### src/rtl/mips_muldiv_unit.sv
// Iterative MIPS HI/LO multiply/divide unit: one result bit per enabled cycle,
// shift-add multiply and restoring divide on magnitudes, sign fix-up in a final cycle.
module mips_muldiv_unit #(
  parameter int WIDTH = 32
) (
  input  logic             clk,
  input  logic             reset,
  input  logic             clock_enable,
  input  logic             start,
  input  logic [1:0]       op,
  input  logic [WIDTH-1:0] op_a,
  input  logic [WIDTH-1:0] op_b,
  input  logic             mthi,
  input  logic             mtlo,
  input  logic [WIDTH-1:0] wdata,
  output logic             busy,
  output logic             done,
  output logic [WIDTH-1:0] hi,
  output logic [WIDTH-1:0] lo
);

  localparam int CW = $clog2(WIDTH);

  typedef enum logic [1:0] {IDLE, CALC, FIX} state_t;

  state_t              state_q, state_d;
  logic [CW-1:0]       cnt_q, cnt_d;
  logic                is_div_q, is_div_d;
  logic                qneg_q, qneg_d;
  logic                rneg_q, rneg_d;
  logic                bzero_q, bzero_d;
  logic [WIDTH-1:0]    a_q, a_d;
  logic [WIDTH-1:0]    b_q, b_d;
  logic [2*WIDTH:0]    acc_q, acc_d;
  logic [WIDTH-1:0]    hi_q, hi_d;
  logic [WIDTH-1:0]    lo_q, lo_d;
  logic                busy_q;
  logic                done_q, done_d;

  logic                start_signed;
  logic [WIDTH-1:0]    mag_a, mag_b;
  logic [WIDTH:0]      mul_sum;
  logic [WIDTH:0]      div_shift;
  logic                div_ge;
  logic [WIDTH:0]      div_rem;

  function automatic logic [WIDTH-1:0] magnitude(input logic [WIDTH-1:0] v,
                                                 input logic is_signed);
    return (is_signed && v[WIDTH-1]) ? -v : v;
  endfunction

  function automatic logic [WIDTH-1:0] neg_w(input logic [WIDTH-1:0] v, input logic neg);
    return neg ? -v : v;
  endfunction

  function automatic logic [2*WIDTH-1:0] neg_p(input logic [2*WIDTH-1:0] v, input logic neg);
    return neg ? -v : v;
  endfunction

  assign start_signed = ~op[0];
  assign mag_a        = magnitude(op_a, start_signed);
  assign mag_b        = magnitude(op_b, start_signed);

  // acc layout: multiply = {partial product, remaining multiplier bits};
  // divide = {1'b0, remainder, dividend bits still to shift in / quotient bits}
  assign mul_sum   = acc_q[2*WIDTH:WIDTH] + (acc_q[0] ? {1'b0, a_q} : '0);
  assign div_shift = {acc_q[2*WIDTH-1:WIDTH], acc_q[WIDTH-1]};
  assign div_ge    = div_shift >= {1'b0, b_q};
  assign div_rem   = div_ge ? (div_shift - {1'b0, b_q}) : div_shift;

  always_comb begin
    state_d  = state_q;
    cnt_d    = cnt_q;
    is_div_d = is_div_q;
    qneg_d   = qneg_q;
    rneg_d   = rneg_q;
    bzero_d  = bzero_q;
    a_d      = a_q;
    b_d      = b_q;
    acc_d    = acc_q;
    hi_d     = hi_q;
    lo_d     = lo_q;
    done_d   = 1'b0;
    case (state_q)
      IDLE: begin
        if (start) begin
          state_d  = CALC;
          cnt_d    = '0;
          is_div_d = op[1];
          qneg_d   = start_signed & (op_a[WIDTH-1] ^ op_b[WIDTH-1]);
          rneg_d   = start_signed & op_a[WIDTH-1];
          bzero_d  = (op_b == '0);
          a_d      = mag_a;
          b_d      = mag_b;
          acc_d    = {{(WIDTH+1){1'b0}}, (op[1] ? mag_a : mag_b)};
        end else begin
          if (mthi) hi_d = wdata;
          if (mtlo) lo_d = wdata;
        end
      end
      CALC: begin
        acc_d = is_div_q ? {1'b0, div_rem[WIDTH-1:0], acc_q[WIDTH-2:0], div_ge}
                         : {1'b0, mul_sum, acc_q[WIDTH-1:1]};
        if (cnt_q == CW'(WIDTH-1)) state_d = FIX;
        else                       cnt_d   = cnt_q + 1'b1;
      end
      FIX: begin
        state_d = IDLE;
        done_d  = 1'b1;
        if (is_div_q) begin
          // Divide-by-zero: remainder already equals the dividend; quotient forced to all ones
          lo_d = bzero_q ? '1 : neg_w(acc_q[WIDTH-1:0], qneg_q);
          hi_d = neg_w(acc_q[2*WIDTH-1:WIDTH], rneg_q);
        end else begin
          {hi_d, lo_d} = neg_p(acc_q[2*WIDTH-1:0], qneg_q);
        end
      end
      default: state_d = IDLE;
    endcase
  end

  // Control and architectural state
  always_ff @(posedge clk) begin
    if (reset) begin
      state_q <= IDLE;
      cnt_q   <= '0;
      hi_q    <= '0;
      lo_q    <= '0;
      busy_q  <= 1'b0;
    end else if (clock_enable) begin
      state_q <= state_d;
      cnt_q   <= cnt_d;
      hi_q    <= hi_d;
      lo_q    <= lo_d;
      busy_q  <= (state_d != IDLE);
    end
  end

  always_ff @(posedge clk) begin
    done_q <= ~reset & clock_enable & done_d;
  end

  // Datapath registers
  always_ff @(posedge clk) begin
    if (clock_enable) begin
      is_div_q <= is_div_d;
      qneg_q   <= qneg_d;
      rneg_q   <= rneg_d;
      bzero_q  <= bzero_d;
      a_q      <= a_d;
      b_q      <= b_d;
      acc_q    <= acc_d;
    end
  end

  assign busy = busy_q;
  assign done = done_q;
  assign hi   = hi_q;
  assign lo   = lo_q;

endmodule

### config.mk
export PLATFORM = sky130hd
export DESIGN_NAME = mips_muldiv_unit
export DESIGN_NICKNAME = d
export VERILOG_FILES = /design/src/rtl/mips_muldiv_unit.sv
export SDC_FILE = /design/constraint.sdc
export NUM_CORES = 1
export LEC_CHECK = 0
export BUFFER_PORTS_ARGS = -buffer_cell sky130_fd_sc_hd__buf_2
export CORE_MARGIN = 1
export CORE_UTILIZATION = 46
export DETAILED_ROUTE_END_ITERATION = 10
export PLACE_DENSITY = 0.68
export SYNTH_ARGS = -nofsm -noshare
export SYNTH_HDL_FRONTEND = slang
export SYNTH_SLANG_ARGS = --single-unit
### constraint.sdc
create_clock -name clk -period 9.5 [get_ports clk]
set_input_delay 0.475 -clock clk [delete_from_list [all_inputs] [get_ports clk]]
set_output_delay 0.475 -clock clk [all_outputs]
set_load 0.01 [all_outputs]
# Word-level counts from Yosys, hierarchy flattened
# Cells that the tools add are included.
[word_totals]
ff_bits = 206
in_bits = 104
output_inout_bits = 66
wordCells = 76
[op_classes]
add_sub_neg = 8
magnitude_cmp = 1
n_eq_ne = 8
n_mux = 27
bitwise_logic = 7
reduce_logical = 12
[op_table]
columns = ["op", "count"]
rows = [
  ["$mux 32", 14],
  ["$pmux 65 s2", 1],
  ["$mux 64", 2],
  ["$neg 32->32", 4],
  ["$pmux 32 s2", 2],
  ["$mux 65", 1],
  ["$neg 64->64", 1],
  ["$add 33x32->33", 1],
  ["$ge 33x32->1", 1],
  ["$logic_not 32->1", 1],
  ["$sub 32x32->32", 1],
  ["$reduce_and 4->1", 3],
  ["$mux 5", 2],
  ["$ne 2x2->1 const B", 5],
  ["$pmux 5 s2", 1],
  ["$reduce_and 3->1", 2],
  ["$reduce_bool 2->1", 3],
  ["$add 5x1->5 const B", 1],
  ["$eq 5x5->1 const B", 1],
  ["$and 1x1->1", 4],
  ["$mux 2", 2],
  ["$pmux 2 s2", 1],
  ["$eq 2x1->1 const B", 1],
  ["$eq 2x2->1 const B", 1],
  ["other kinds (5)", 7],
]

# Depth between registers and ports, before layout
[depth]
ltp_word = 6
ltp_mapped = 14
depth_no_buf = 12

# Worst setup path before layout
# OpenSTA, ideal clock, no wires.
[synth_timing]
path_type = "input to register"
from = "input clock_enable"
to = "register cnt_q[0]"
setup_time_ns = 0.123
arrival_time_ns = 8.313
t_required_ns = 9.377
slack_ns = 1.064
cell_stages = 4
n_path_buf = 0
path_cell_list = "inv_1 -> nor4b_1 -> or2_1 -> nor2_1"
[synth_via]
elab_chain_cells = 1
[synth_lines]
columns = ["item", "line_no", "source"]
rows = [
  ["start, declared", "8", "input logic clock_enable,"],
  ["$reduce_and 4->1 (no source line)", "n/a", ""],
  ["end signal, assigned", "132", "cnt_q <= cnt_d;"],
  ["end, declared", "27", "logic [CW-1:0] cnt_q, cnt_d;"],
]
# No other way between the ends.
# A chain may end at the register's enable or synchronous reset.

# Worst setup path in the final report
[layout_timing]
from = "register acc_q[33]"
to = "register acc_q[44], data pin"
[layout_via]
elab_chain_cells = 4
word_cells_on_any_way = 6
classes_between = "add/sub (2); order compare (1); mux (3)"
[layout_lines]
columns = ["item", "line_no", "source"]
rows = [
  ["start, declared", "34", "logic [2*WIDTH:0] acc_q, acc_d;"],
  ["start signal, assigned", "152", "acc_q <= acc_d;"],
  ["$sub 32x32->32 or $ge 33x32->1 (tied branches)", "69, 68", ""],
  ["$mux 32", "69", "assign div_rem = div_ge ? (div_shift - {1'b0, b_q}) : div_shift;"],
  ["$mux 64 *", "102", "acc_d = is_div_q ? {1'b0, div_rem[WIDTH-1:0], acc_q[WIDTH-2:0], div_ge}"],
  ["$pmux 65 s2 *", "84", "case (state_q)"],
]
# Mark *: on every way between the ends. The rest lies on a longest branch, timed or not.

==> metrics.txt <==
total power=2.553 mW; startpoint types=flop; fill count=3,093; number of flops mapped to enable cells by yosys=132; number of global-route vias before repair=13.16k; Place WS=5.039 ns; GR Util All Layers=0.2973; clk slew on worst S/H paths=0.06 ns; post-route cell area=17,070 µm²; Syn Std Cell Area=15,190 µm²; RSZ-0062 raised after global routing=false; grt peak-use layer=met2; GR Layer Usage met1=0.4138; DRC=0; minimum clock period=4.604 ns; maximum number of pins on one net before global-route repair=71; hold-fix buffers at CTS=0; root cell of the clock tree=clkbuf_16; Netlist cell types=72; post-CTS resize count=0; Post-synth top flop=edfxtp_1; Clock Sinks=205; first-pass GRT wire length=76,660 µm; Mean Syn Cell Area=8.638 µm²; CTS tree=done; Post-CTS Setup Repair Bufs=0; R2R depth=10; top cell type's share of synthesized area=0.2609; Placer Congestion=0.9503; H-tree depth=1; Ports=170; final net count=2,046; cells after synthesis=1,759; most common cell in the netlist=nor2_1; fin crit share=0.4846; Worst VDD drop=0.0001360 V; area leader, netlist=edfxtp_1; Die X=183.7 µm; Post-synth ARST share=0; FF-to-FF setup slack=4.90 ns; diode count=0; Worst Skew=0.01164 ns; CTS buffer count=24; max_slew headroom=0.2044; syn nets=1,935; Starting Density=0.4670; f_max=217.2 MHz; Static Leakage=6.600 nW; ratio of cells with drive above 1 in the final layout=0.1377; die area=33,760 µm²; Arr. time, crit path=4.86 ns; final WL=51,020 µm; Die Y=183.7 µm; Synth top cells by count=nor2_1, a21oi_1, nand2_1, edfxtp_1, o21ai_0; DR iter-0 viols=1,567; CP max FO=50; area grow syn2layout=12.35%; WHS Path Cells=3; Clock Tree Buf Depth=3; max-cap violation count=0; Worst EP required=9.76 ns; Synth Register Bits=205; DRT antenna net count=0; Final HPWL DP=38,790 µm; final hold vios=0; hold crit path type=in2reg; DR vias=14.19k; warning count from the yosys run=0; synth top area cells=edfxtp_1, dfxtp_1, xnor2_1, ha_1, a21oi_1; met2 track demand over resource=0.4748; FP Rows=66; outcome=finished clean; # setup viols final=0; Slew Viols, Final=0; post-route setup slack=4.896 ns; routed len/inst=21.89 µm; Seq/Total Area, Yosys=0.3570; CP Capture Type=flop; GR Util met3=0.03467; Vias per Instance=6.091; DP Area=16,330 µm²; Slew @ Worst Pin=1.193 ns; Worst-Skew Late Latency=0.54 ns; core area=32,540 µm²; Initial DRT Pass Iterations=8; GRT Residual Overflow=0; CP Class=reg2reg; Power per Cell Area=149.6 nW/µm²; TNS Setup=0 ns; initial antenna violation count=0; Port Buf Inserts=169
[logic make-up after synthesis]
| kind of cell | after synthesis | synth area share |
|---|---|---|
| AOI/OAI and AO/OA | 525 | 0.2199 |
| xor gates and xnor gates | 171 | 0.09857 |
| adders and majority gates | 72 | 0.06028 |
| buffers and inverters | 161 | 0.04010 |
| DFF | 205 | 0.3570 |
| muxes | 66 | 0.04537 |
| and+or+nand+nor | 559 | 0.1787 |
[metal layers]
metal  share of wire  vias to the layer above
met1            0.43                     6750
li1                -                     6704
met5               0                        -
met4           0.035                        0
met3           0.077                       92
met2            0.45                      645
[area by class of cell]
cell class | instances | area, µm² | share of cell area
tap | 442 | 553.0 | 0.03240
clock inverter | 16 | 121.4 | 0.007109
clock buffer | 28 | 615.6 | 0.03606
inverter | 67 | 251.5 | 0.01473
multi-input combinational | 1393 | 9184 | 0.5380
timing repair buffer | 179 | 920.9 | 0.05394
sequential | 205 | 5425 | 0.3178
[registers in the layout (all words and copies together) (netlist names)]
register / cells
done: 1
lo: 32
acc_q: 64
bzero_q: 1
b_q: 32
cnt_q: 5
state_q: 2
rneg_q: 1
is_div_q: 1
busy: 1
qneg_q: 1
hi: 32
a_q: 32
[cells in the final DEF (no fill, tap or decap), drive strengths merged, types with 17 or more instances in the layout]
cell type | netlist | final
xor2 | 60 | 60
ha | 70 | 70
o21a | 17 | 17
xnor2 | 111 | 111
dfxtp | 73 | 73
buf | 12 | 179
mux2i | 43 | 43
nor4 | 20 | 20
a211oi | 30 | 30
o211ai | 22 | 22
nor3 | 35 | 35
nand3 | 22 | 22
nand2 | 152 | 152
clkbuf | 82 | 28
edfxtp | 132 | 132
mux2 | 23 | 23
nand2b | 27 | 27
inv | 66 | 68
a21oi | 154 | 154
nor2 | 167 | 167
o21ai | 131 | 131
o221ai | 33 | 33
or3 | 22 | 22
and2 | 37 | 37
o31ai | 23 | 23
[worst max-delay path, stage by stage, from the launching register on]
cell and delay (ns):
edfxtp_1 0.53, ha_1 0.39, o21a_1 0.20, o31a_1 0.15, o311ai_0 0.91, a31oi_1 0.23
nor3_1 0.29, o31a_2 0.99, mux2_2 0.43, a21oi_1 0.16, nor2_1 0.05
[report_power, final]
group / internal (mW) / switching, mW / leakage, nW
clock: 0.494 / 0.394 / 0.358
combinational: 0.230 / 0.364 / 4.40
sequential: 1.01 / 0.0585 / 1.85
[worst paths after layout]
| kind | startpoint | to |
|---|---|---|
| max | acc_q[33] | acc_q[44] |
| min | wdata[1] | hi[1] |
| min reg2reg | lo[9] | lo[9] |
| max reg2reg | acc_q[33] | acc_q[44] |
[metrics by stage]
stage,hold slack (ns),utilization,cells
5_1_grt,0.2123,0.5247,2330
3_5_place_dp,0.4431,0.5020,2286
3_3_place_gp,0.4376,0.5020,2286
6_report,0.2115,0.5247,2330
4_1_cts,0.2085,0.5247,2330
2_1_floorplan,0.4672,-,1759
(Power assumes the default switching activity.)
